[config.mk]
export PLATFORM = sky130hd
export DESIGN_NAME = mc_control_unit
export DESIGN_NICKNAME = d
export VERILOG_FILES = /design/src/rtl/mc_ctrl_pkg.sv /design/src/rtl/mc_inst_decode.sv /design/src/rtl/mc_control_unit.sv
export SDC_FILE = /design/constraint.sdc
export NUM_CORES = 1
export LEC_CHECK = 0
export CAP_MARGIN = 25
export CORE_MARGIN = 2
export CORE_UTILIZATION = 37
export DETAILED_ROUTE_END_ITERATION = 12
export HOLD_SLACK_MARGIN = 0.08
export PLACE_DENSITY_LB_ADDON = 0.05
export SYNTH_ARGS = -nofsm -noshare
export SYNTH_HDL_FRONTEND = slang
export SYNTH_SLANG_ARGS = --single-unit
export TNS_END_PERCENT = 5
[constraint.sdc]
create_clock -name clock -period 2.6 [get_ports clock]
set_input_delay 0.39 -clock clock [delete_from_list [all_inputs] [get_ports clock]]
set_output_delay 0.39 -clock clock [all_outputs]
set_load 0.01 [all_outputs]
[src/rtl/mc_ctrl_pkg.sv]
// Shared encodings for the multi-cycle MIPS-subset controller: states, opcodes,
// function codes, ALU controls, mux selects and the decoded-instruction record.
package mc_ctrl_pkg;

  typedef enum logic [2:0] {
    ST_IF  = 3'b000,
    ST_ID  = 3'b001,
    ST_EXE = 3'b010,
    ST_MEM = 3'b011,
    ST_WB  = 3'b100
  } state_e;

  localparam logic [5:0] OP_RTYPE = 6'b000000;
  localparam logic [5:0] OP_ADDI  = 6'b001000;
  localparam logic [5:0] OP_ANDI  = 6'b001100;
  localparam logic [5:0] OP_ORI   = 6'b001101;
  localparam logic [5:0] OP_XORI  = 6'b001110;
  localparam logic [5:0] OP_LUI   = 6'b001111;
  localparam logic [5:0] OP_LW    = 6'b100011;
  localparam logic [5:0] OP_SW    = 6'b101011;
  localparam logic [5:0] OP_BEQ   = 6'b000100;
  localparam logic [5:0] OP_BNE   = 6'b000101;
  localparam logic [5:0] OP_J     = 6'b000010;
  localparam logic [5:0] OP_JAL   = 6'b000011;

  localparam logic [5:0] FN_ADD = 6'b100000;
  localparam logic [5:0] FN_SUB = 6'b100010;
  localparam logic [5:0] FN_AND = 6'b100100;
  localparam logic [5:0] FN_OR  = 6'b100101;
  localparam logic [5:0] FN_XOR = 6'b100110;
  localparam logic [5:0] FN_SLL = 6'b000000;
  localparam logic [5:0] FN_SRL = 6'b000010;
  localparam logic [5:0] FN_SRA = 6'b000011;
  localparam logic [5:0] FN_JR  = 6'b001000;

  localparam logic [3:0] ALUC_ADD = 4'b0000;
  localparam logic [3:0] ALUC_SUB = 4'b0100;
  localparam logic [3:0] ALUC_AND = 4'b0001;
  localparam logic [3:0] ALUC_OR  = 4'b0101;
  localparam logic [3:0] ALUC_XOR = 4'b0010;
  localparam logic [3:0] ALUC_LUI = 4'b0110;
  localparam logic [3:0] ALUC_SLL = 4'b0011;
  localparam logic [3:0] ALUC_SRL = 4'b0111;
  localparam logic [3:0] ALUC_SRA = 4'b1111;

  localparam logic [1:0] SELB_B    = 2'b00;
  localparam logic [1:0] SELB_4    = 2'b01;
  localparam logic [1:0] SELB_IMM  = 2'b10;
  localparam logic [1:0] SELB_IMM2 = 2'b11;

  localparam logic [1:0] PCS_ALU  = 2'b00;
  localparam logic [1:0] PCS_C    = 2'b01;
  localparam logic [1:0] PCS_A    = 2'b10;
  localparam logic [1:0] PCS_JUMP = 2'b11;

  typedef struct packed {
    logic i_add, i_sub, i_and, i_or, i_xor, i_sll, i_srl, i_sra, i_jr;
    logic i_addi, i_andi, i_ori, i_xori, i_lui, i_lw, i_sw;
    logic i_beq, i_bne, i_j, i_jal;
    logic is_rtype, is_itype_alu, is_branch, is_mem, is_jump;
  } inst_t;

  // ALU function for the register/immediate ALU instructions executed in EXE.
  function automatic logic [3:0] alu_fn(inst_t d);
    logic [3:0] f;
    f = ALUC_ADD;
    if (d.i_sub)                f = ALUC_SUB;
    if (d.i_and  || d.i_andi)   f = ALUC_AND;
    if (d.i_or   || d.i_ori)    f = ALUC_OR;
    if (d.i_xor  || d.i_xori)   f = ALUC_XOR;
    if (d.i_lui)                f = ALUC_LUI;
    if (d.i_sll)                f = ALUC_SLL;
    if (d.i_srl)                f = ALUC_SRL;
    if (d.i_sra)                f = ALUC_SRA;
    if (d.i_add  || d.i_addi)   f = ALUC_ADD;
    return f;
  endfunction

endpackage

[src/rtl/mc_inst_decode.sv]
// Combinational opcode/func decoder: one-hot instruction flags plus class flags.
module mc_inst_decode
  import mc_ctrl_pkg::*;
(
  input  logic [5:0] op_i,
  input  logic [5:0] func_i,
  output inst_t      inst_o
);

  logic rtype;
  assign rtype = (op_i == OP_RTYPE);

  always_comb begin
    inst_o        = '0;
    inst_o.i_add  = rtype && (func_i == FN_ADD);
    inst_o.i_sub  = rtype && (func_i == FN_SUB);
    inst_o.i_and  = rtype && (func_i == FN_AND);
    inst_o.i_or   = rtype && (func_i == FN_OR);
    inst_o.i_xor  = rtype && (func_i == FN_XOR);
    inst_o.i_sll  = rtype && (func_i == FN_SLL);
    inst_o.i_srl  = rtype && (func_i == FN_SRL);
    inst_o.i_sra  = rtype && (func_i == FN_SRA);
    inst_o.i_jr   = rtype && (func_i == FN_JR);
    inst_o.i_addi = (op_i == OP_ADDI);
    inst_o.i_andi = (op_i == OP_ANDI);
    inst_o.i_ori  = (op_i == OP_ORI);
    inst_o.i_xori = (op_i == OP_XORI);
    inst_o.i_lui  = (op_i == OP_LUI);
    inst_o.i_lw   = (op_i == OP_LW);
    inst_o.i_sw   = (op_i == OP_SW);
    inst_o.i_beq  = (op_i == OP_BEQ);
    inst_o.i_bne  = (op_i == OP_BNE);
    inst_o.i_j    = (op_i == OP_J);
    inst_o.i_jal  = (op_i == OP_JAL);

    // jr is R-format but leaves from ID, so it is a jump rather than an ALU op.
    inst_o.is_rtype     = inst_o.i_add | inst_o.i_sub | inst_o.i_and | inst_o.i_or |
                          inst_o.i_xor | inst_o.i_sll | inst_o.i_srl | inst_o.i_sra;
    inst_o.is_itype_alu = inst_o.i_addi | inst_o.i_andi | inst_o.i_ori |
                          inst_o.i_xori | inst_o.i_lui;
    inst_o.is_branch    = inst_o.i_beq | inst_o.i_bne;
    inst_o.is_mem       = inst_o.i_lw | inst_o.i_sw;
    inst_o.is_jump      = inst_o.i_j | inst_o.i_jal | inst_o.i_jr;
  end

endmodule

[src/rtl/mc_control_unit.sv]
// Five-state sequencing FSM of the multi-cycle CPU; drives every datapath
// enable, mux select and ALU function combinationally from state and IR fields.
module mc_control_unit
  import mc_ctrl_pkg::*;
(
  input  logic       clock,
  input  logic       resetn,
  input  logic [5:0] op,
  input  logic [5:0] func,
  input  logic       z,
  output logic [2:0] q,
  output logic       wpc,
  output logic       wir,
  output logic       wmem,
  output logic       wreg,
  output logic       iord,
  output logic       regrt,
  output logic       m2reg,
  output logic       jal,
  output logic       shift,
  output logic       sext,
  output logic       alusrca,
  output logic [1:0] alusrcb,
  output logic [1:0] pcsource,
  output logic [3:0] aluc,
  output logic       inst_done
);

  state_e state_q, state_d;
  inst_t  dec;
  logic   wpc_c, wir_c, wmem_c, wreg_c, done_c;
  logic   taken;

  mc_inst_decode u_decode (
    .op_i   (op),
    .func_i (func),
    .inst_o (dec)
  );

  always_ff @(posedge clock or negedge resetn) begin
    if (!resetn) state_q <= ST_IF;
    else         state_q <= state_d;
  end

  assign taken = (dec.i_beq & z) | (dec.i_bne & ~z);

  always_comb begin
    state_d  = state_q;
    wpc_c    = 1'b0;
    wir_c    = 1'b0;
    wmem_c   = 1'b0;
    wreg_c   = 1'b0;
    done_c   = 1'b0;
    iord     = 1'b0;
    regrt    = 1'b0;
    m2reg    = 1'b0;
    jal      = 1'b0;
    shift    = 1'b0;
    sext     = 1'b0;
    alusrca  = 1'b0;
    alusrcb  = SELB_B;
    pcsource = PCS_ALU;
    aluc     = ALUC_ADD;
    case (state_q)
      ST_IF: begin
        wpc_c   = 1'b1;
        wir_c   = 1'b1;
        alusrcb = SELB_4;
        state_d = ST_ID;
      end
      ST_ID: begin
        // PC already holds PC+4, so this add leaves the branch target in C.
        alusrcb = SELB_IMM2;
        sext    = 1'b1;
        if (dec.is_jump) begin
          wpc_c    = 1'b1;
          pcsource = dec.i_jr ? PCS_A : PCS_JUMP;
          wreg_c   = dec.i_jal;
          jal      = dec.i_jal;
          done_c   = 1'b1;
          state_d  = ST_IF;
        end else if (dec.is_rtype | dec.is_itype_alu | dec.is_branch | dec.is_mem) begin
          state_d = ST_EXE;
        end else begin
          done_c  = 1'b1;
          state_d = ST_IF;
        end
      end
      ST_EXE: begin
        if (dec.is_branch) begin
          alusrca  = 1'b1;
          aluc     = ALUC_SUB;
          wpc_c    = taken;
          pcsource = taken ? PCS_C : PCS_ALU;
          done_c   = 1'b1;
          state_d  = ST_IF;
        end else if (dec.is_mem) begin
          alusrca = 1'b1;
          alusrcb = SELB_IMM;
          sext    = 1'b1;
          state_d = ST_MEM;
        end else if (dec.is_rtype) begin
          shift   = dec.i_sll | dec.i_srl | dec.i_sra;
          alusrca = ~shift;
          aluc    = alu_fn(dec);
          state_d = ST_WB;
        end else if (dec.is_itype_alu) begin
          alusrca = 1'b1;
          alusrcb = SELB_IMM;
          sext    = dec.i_addi;
          aluc    = alu_fn(dec);
          state_d = ST_WB;
        end else begin
          state_d = ST_IF;
        end
      end
      ST_MEM: begin
        iord = 1'b1;
        if (dec.i_sw) begin
          wmem_c  = 1'b1;
          done_c  = 1'b1;
          state_d = ST_IF;
        end else begin
          state_d = ST_WB;
        end
      end
      ST_WB: begin
        wreg_c  = 1'b1;
        m2reg   = dec.i_lw;
        regrt   = dec.i_lw | dec.is_itype_alu;
        done_c  = 1'b1;
        state_d = ST_IF;
      end
      default: state_d = ST_IF;
    endcase
  end

  // Reset masks every write so an interrupted instruction leaves no partial update.
  assign wpc       = wpc_c  & resetn;
  assign wir       = wir_c  & resetn;
  assign wmem      = wmem_c & resetn;
  assign wreg      = wreg_c & resetn;
  assign inst_done = done_c & resetn;
  assign q         = state_q;

endmodule
==> summary.md, run 1 <==
| Metric | Value |
|---|---|
| Status | `complete, no violations` |
| Synth Flop Type | `sky130_fd_sc_hd__dfrtp_1` |
| Setup repair after global routing missed its margin | `true` |
| Register area share after synthesis | `0.114` |
| Placeable core region | `around 0.0017 sq mm` |
| Global placement routability congestion | `about 0.89` |
| Net count, final | `173` |
| Pins Over Slew Limit | `0` |
| Number of hold-repair buffers added at the cts stage | `0` |
| Number of vias per cell after detailed routing | `just over 5` |
| Detailed-placement wirelength estimate | `1.78 mm` |
| Worst slew margin relative to its limit | `0.794` |
| Port buffer count | `37` |
| Critical path data arrival time | `2.18 ns` |
| CP Launch Type | `input port` |
| Hold Violations, Final | `0` |
| Worst path cell trace | `dlygate4sd2_1 > or4_4 > nor3b_4 > buf_4 > a31oi_4 > nand4b_4 > a31oi_1 > buf_2` |
| Final number of setup-violating endpoints | `0` |
| Horizontal die dimension | `between 40 and 50 um` |
| Total detailed-routing wirelength | `roughly 2.3 mm` |
| Class of the tightest hold or removal check | `in -> async` |
| FILL cells | `approximately 150` |
| Setup slack, reg-to-reg | `approximately 1.2 ns` |
| Layout cells sized above 1 | `0.306` |
| Portion of the clock cycle consumed by the worst path in the final layout | `0.989` |
| Final std cell area, no fill | `~0.0013 sq mm` |
| Syn avg cell area | `between 6 and 7 sq um` |
| Initial antenna violation count | `0` |
| Chip Height | `about 46 um` |
| Ranking of synthesized cells by area | `sky130_fd_sc_hd__dfrtp_1 (11%), sky130_fd_sc_hd__nor2_1 (8.0%), sky130_fd_sc_hd__nand3_1 (4.5%)` |
| Clock latency reported for the late side of the worst-skew pair | `about 0.22 ns` |
| Final Total Pwr | `roughly 0.00044 W` |
| Top library cells by usage in the layout, fill and taps aside | `sky130_fd_sc_hd__buf_4 (24), sky130_fd_sc_hd__clkdlybuf4s50_1 (18), sky130_fd_sc_hd__nor2_1 (14)` |
| Root buffer cell | `sky130_fd_sc_hd__clkbuf_4` |
| Depth of the worst register-to-register path | `5` |
| Cell area after synthesis | `between 600 and 700 sq um` |
| Critical path class | `in -> out` |
| GRT Overall Usage | `0.220` |
| Static Leak | `0.559 nW` |
| Clock tree from TritonCTS | `built` |
| TritonCTS Sinks | `3` |
| GRT Residual Overflow | `0` |
| Largest buffer count on any clock path | `2` |
| Syn Inst Count | `95` |
| Total via count in the routed design | `938` |
| Slew at the pin closest to its max-slew limit | `between 0.3 and 0.4 ns` |
| Fin Clk Skew | `about 0.0003 ns` |
| Instance area at placement | `about 0.0012 sq mm` |
| Crit Reg-Reg Startpoint | `q[0]` |
| Count of different cell masters after synthesis | `38` |
| Capturing element type of the critical path | `output pin` |
| Worst-case hold slack | `just over 0.4 ns` |
| Capture instance of the worst register-to-register path | `q[2]` |
| Number of global-route vias before repair | `882` |
| Initial core utilization | `0.387` |
| Synthesis-to-finish area growth | `89.8%` |
| Worst path bufs/invs | `3` |
| Drt drc | `0` |
| PwrDens | `around 350 mW/mm^2` |
| Clock transition time at the flip-flop clock pins of the worst setup and hold paths | `~0.03 ns` |
| Maximum net fanout on the critical path | `4` |
| Number of nets produced by synthesis | `110` |
| Post-synthesis async set-or-reset flop share | `1.00` |
| Worst Path Required | `2.21 ns` |
| CTS Buf Count | `3` |
| I/O pins | `38` |
| Maximum clock frequency | `roughly 400 MHz` |
| Synth warn | `0` |
| Leading cell type in the layout, fill and taps excluded | `sky130_fd_sc_hd__buf_4` |
| Maximum number of pins on one net before global-route repair | `13` |
| Number of violations of the max-capacitance limit | `0` |
| Antenna diode instance count | `0` |
| Post-synth EDFFs | `0` |
| Max H-tree Level | `1` |
| Dominant cell type by area after synthesis | `sky130_fd_sc_hd__dfrtp_1` |
| Clock period minus worst slack | `about 2.6 ns` |
| Post-DRT Antenna Nets | `0` |
| TritonRoute pass-1 iters | `4` |
| Site Rows | `15` |
| Flip-flop count of the largest register, all copies and words added | `3` |
| First-pass GRT wire length | `about 3.6 mm` |
| Worst VDD drop | `~0.00034 V` |
| Max stage delay cell, worst path | `sky130_fd_sc_hd__or4_4` |
| Synthesized flop and latch total | `3` |
| Top Family by Delay on Critical Path | `simple AND/OR/NAND/NOR gates` |
| First-iteration detailed-routing DRC count | `21` |
| Die footprint | `0.00214 sq mm` |
| WL per Instance | `approximately 13 um` |
| Crit path largest cell delay | `~0.57 ns` |
| Post-synth top area share | `0.114` |
## through the flow
stage               setup WS [ns]  TNS, ns  cells   util
global placement           -0.424    -4.43    175  0.697
CTS                       0.00303        0    182  0.734
finish                     0.0282        0    182  0.734
detailed placement         -0.485    -4.77    175  0.697
global route              -0.0713   -0.213    182  0.734
floorplan                   0.358        0     95      -
## worst max path at each step
stage | from | end | slack (ns) | cells past startpoint
6_report | func[4] | aluc[1] | 0.03 | 8
5_1_grt | op[5] | wmem | -0.07 | 7
4_1_cts | op[4] | wpc | 0.003 | 8
3_5_place_dp | op[0] | aluc[1] | -0.49 | 7
3_3_place_gp | op[0] | aluc[1] | -0.42 | 7
2_1_floorplan | op[2] | aluc[0] | 0.36 | 6
## what timing repair did
action	CTS	global route
hold endpoints to repair	0	0
setup endpoints to repair	15	14
buffers inserted	3	0
resized for setup	39	12
pin swaps	3	2
## power breakdown
group	internal, W	switching (W)	leakage, nW
Combinational	0.000148	0.000136	0.505
Sequential	0.0000579	0.0000212	0.0394
Clock	0.0000572	0.0000198	0.0150
## cells by family (layout without fill, tap and decap cells)
logic type / Yosys count / count (layout) / share of synthesized area
xor+xnor: 1 / 1 / 0.0133
flops: 3 / 3 / 0.114
simple gates: 63 / 63 / 0.574
compound gates: 23 / 23 / 0.242
buf+inv: 5 / 67 / 0.0568
## Yosys cell counts, types with 3 or more instances
master / number
sky130_fd_sc_hd__nand2_1: 7
sky130_fd_sc_hd__nand3b_1: 4
sky130_fd_sc_hd__or2b_1: 3
sky130_fd_sc_hd__and2_1: 3
sky130_fd_sc_hd__nor2_1: 14
sky130_fd_sc_hd__dfrtp_1: 3
sky130_fd_sc_hd__nand3_1: 6
sky130_fd_sc_hd__o21ai_0: 4
sky130_fd_sc_hd__a21oi_1: 4
sky130_fd_sc_hd__nor3_1: 5
sky130_fd_sc_hd__nand2b_1: 4
sky130_fd_sc_hd__nand4_1: 3
## worst register-to-register path: cells and delay by family, from the launching register on
kind	cells	cell delay (ns)
flip-flops	1	0.45
AO/OA/AOI/OAI	1	0.12
buffers and inverters	1	0.14
AND/OR/NAND/NOR	3	0.55
## routing by layer
layer | up-vias | part of all wire | wire length [um] | track usage
li1 | 476 | - | - | -
met3 | 0 | 0.042 | 98 | 0.0157
met4 | 0 | 0 | 0 | 0.0286
met2 | 35 | 0.50 | 1160 | 0.372
met1 | 427 | 0.46 | 1050 | 0.309
met5 | - | 0 | 0 | 0
## layout make-up
cell class | count | area (sq um) | share of cell area
clock buffers | 4 | 26.3 | 0.0210
inverters | 2 | 7.51 | 0.00599
multi-input cells | 87 | 593 | 0.473
flip-flops and latches | 3 | 75.1 | 0.0599
well taps | 25 | 31.3 | 0.0250
repair buffers | 61 | 520 | 0.415
(Power assumes the default switching activity.)
==> run 2, diff against run 1 <==
- CAP_MARGIN: 25 -> 0
- CORE_MARGIN: 2 -> 4
==> run 2 against run 1 <==
Effect of this change: power is 0.56% lower; worst hold slack worse by 0.0063 ns; global-route usage is 2.1 points lower; flip-flop and latch count stayed put; clock skew is 0.0014 ns higher; critical endpoint is now wpc; routed wire length is 0.95% lower; count of clock-buffer cells in the layout stayed put; largest cell class unchanged; critical path depth stayed put; combinational power is 1% lower.
==> summary.md, run 2 (synthesized netlist as in run 1, its figures left out) <==
| Metric | Value |
|---|---|
| Worst Path Required | `2.21 ns (about the same)` |
| WL per Instance | `12.7 um (about the same)` |
| Initial core utilization | `0.387 (unchanged)` |
| Final std cell area, no fill | `0.00123 sq mm (was 0.00125 sq mm)` |
| Status | `complete, no violations (unchanged)` |
| Hold Violations, Final | `0 (unchanged)` |
| Worst slew margin relative to its limit | `0.769 (was 0.794)` |
| Chip Height | `50.3 um (was 46.3 um)` |
| Flip-flop count of the largest register, all copies and words added | `3 (unchanged)` |
| CTS Buf Count | `3 (unchanged)` |
| Max H-tree Level | `1 (unchanged)` |
| GRT Residual Overflow | `0 (unchanged)` |
| Clock transition time at the flip-flop clock pins of the worst setup and hold paths | `0.04 ns (was 0.03 ns)` |
| CP Launch Type | `input port (unchanged)` |
| Total via count in the routed design | `922 (was 938)` |
| PwrDens | `356 mW/mm^2 (was 351 mW/mm^2)` |
| Slew at the pin closest to its max-slew limit | `0.347 ns (was 0.309 ns)` |
| Total detailed-routing wirelength | `2.29 mm (was 2.31 mm)` |
| Instance area at placement | `0.00120 sq mm (was 0.00119 sq mm)` |
| Port buffer count | `37 (unchanged)` |
| Number of setup buffers added after CTS | `0 (was 3)` |
| Clock tree from TritonCTS | `built (unchanged)` |
| Top library cells by usage in the layout, fill and taps aside | `sky130_fd_sc_hd__buf_4 (22), sky130_fd_sc_hd__clkdlybuf4s50_1 (18), sky130_fd_sc_hd__nor2_1 (14) (was sky130_fd_sc_hd__buf_4 (24), sky130_fd_sc_hd__clkdlybuf4s50_1 (18), sky130_fd_sc_hd__nor2_1 (14))` |
| Horizontal die dimension | `50.3 um (was 46.3 um)` |
| Max stage delay cell, worst path | `sky130_fd_sc_hd__clkdlybuf4s50_1 (was sky130_fd_sc_hd__or4_4)` |
| I/O pins | `38 (unchanged)` |
| TritonCTS Sinks | `3 (unchanged)` |
| Leading cell type in the layout, fill and taps excluded | `sky130_fd_sc_hd__buf_4 (unchanged)` |
| Class of the tightest hold or removal check | `in -> async (unchanged)` |
| Fin Clk Skew | `0.00175 ns (was 0.000308 ns)` |
| Maximum clock frequency | `389 MHz (about the same)` |
| First-pass GRT wire length | `4.05 mm (was 3.61 mm)` |
| Final number of setup-violating endpoints | `0 (unchanged)` |
| Detailed-placement wirelength estimate | `1.80 mm (was 1.78 mm)` |
| Maximum number of pins on one net before global-route repair | `13 (unchanged)` |
| Antenna diode instance count | `0 (unchanged)` |
| Die footprint | `0.00253 sq mm (was 0.00214 sq mm)` |
| Portion of the clock cycle consumed by the worst path in the final layout | `0.988 (was 0.989)` |
| Initial antenna violation count | `0 (unchanged)` |
| GRT Overall Usage | `0.199 (was 0.220)` |
| Number of violations of the max-capacitance limit | `0 (unchanged)` |
| Largest buffer count on any clock path | `2 (unchanged)` |
| Synthesis-to-finish area growth | `86.2% (was 89.8%)` |
| Drt drc | `0 (unchanged)` |
| Number of global-route vias before repair | `944 (was 882)` |
| Worst-case hold slack | `0.399 ns (was 0.406 ns)` |
| Worst VDD drop | `0.000466 V (was 0.000340 V)` |
| Worst path cell trace | `clkdlybuf4s50_1 > nor3_1 > buf_4 > nand3b_1 > or3_4 > a21oi_2 > o21a_1 > dlygate4sd2_1 (was dlygate4sd2_1 > or4_4 > nor3b_4 > buf_4 > a31oi_4 > nand4b_4 > a31oi_1 > buf_2)` |
| Clock latency reported for the late side of the worst-skew pair | `0.23 ns (was 0.22 ns)` |
| Clock period minus worst slack | `2.57 ns (about the same)` |
| Worst path bufs/invs | `3 (unchanged)` |
| Static Leak | `0.548 nW (was 0.559 nW)` |
| Post-DRT Antenna Nets | `0 (unchanged)` |
| Final cell utilization of the core | `0.720 (was 0.734)` |
| First-iteration detailed-routing DRC count | `12 (was 21)` |
| Placeable core region | `0.00171 sq mm (unchanged)` |
| Crit path largest cell delay | `0.43 ns (was 0.57 ns)` |
| Global placement routability congestion | `0.825 (was 0.888)` |
| Root buffer cell | `sky130_fd_sc_hd__clkbuf_4 (unchanged)` |
| Maximum net fanout on the critical path | `4 (unchanged)` |
| Number of vias per cell after detailed routing | `5.12 (was 5.15)` |
| Layout cells sized above 1 | `0.303 (was 0.306)` |
| Top Family by Delay on Critical Path | `buffers and inverters (was simple AND/OR/NAND/NOR gates)` |
| Critical path data arrival time | `2.18 ns (about the same)` |
| Site Rows | `15 (unchanged)` |
| TritonRoute pass-1 iters | `4 (unchanged)` |
| Critical path class | `in -> out (unchanged)` |
| Net count, final | `171 (was 173)` |
| Setup repair after global routing missed its margin | `true (unchanged)` |
| Final Total Pwr | `0.000437 W (was 0.000440 W)` |
| Pins Over Slew Limit | `0 (unchanged)` |
| Capturing element type of the critical path | `output pin (unchanged)` |
[run 2: area by class of cell]
class	instances	area, sq um
multi-input combinational	87	591
clock buffer	4	26.3
fill	148	478
sequential	3	75.1
inverter	2	7.51
timing repair buffer	59	499
tap	25	31.3
[run 2: final timing paths]
kind / endpoint / startpoint / cells past startpoint / slack [ns]
setup / recovery: wpc / op[4] / 8 / 0.03
hold / removal: q[2] / resetn / 1 / 0.40
setup reg to reg: q[2] / q[0] / 5 / 1.27
hold reg to reg: q[0] / q[2] / 2 / 0.56
max in group asynchronous: q[0] / resetn / 1 / 2.00
min in group clock: q[0] / q[2] / 2 / 0.56
[run 2: through the flow]
stage	std cells	setup TNS [ns]	setup slack [ns]
after floorplan	95	0	0.358
after global placement	176	-4.45	-0.426
after detailed placement	176	-4.75	-0.465
after CTS	180	-0.101	-0.0799
after global routing	180	-0.0673	-0.0673
final	180	0	0.0313
[run 2: timing repair]
action	CTS	global route
endpoints found under the setup margin	15	11
hold buffers	0	0
resized for setup	40	8
pin swaps	3	1
cloned	0	0
[run 2: layer usage]
layer,track usage,wire [um],share of wire,vias up
li1,-,-,-,475
met1,0.266,1080,0.47,426
met3,0.00890,77,0.034,2
met5,0,0,0,-
met4,0.0553,14,0.0061,0
met2,0.341,1120,0.49,19
[run 2: power by group]
part,switching (W),internal [W]
logic,0.000132,0.000148
clock network,0.0000213,0.0000573
registers,0.0000213,0.0000578
[run 2: worst reg2reg max path, stage by stage (launching register included)]
cell and delay [ns]:
sky130_fd_sc_hd__dfrtp_1 0.44, sky130_fd_sc_hd__nor2_1 0.19, sky130_fd_sc_hd__and2_1 0.24, sky130_fd_sc_hd__nand2_1 0.09
sky130_fd_sc_hd__buf_4 0.13, sky130_fd_sc_hd__o32ai_1 0.13
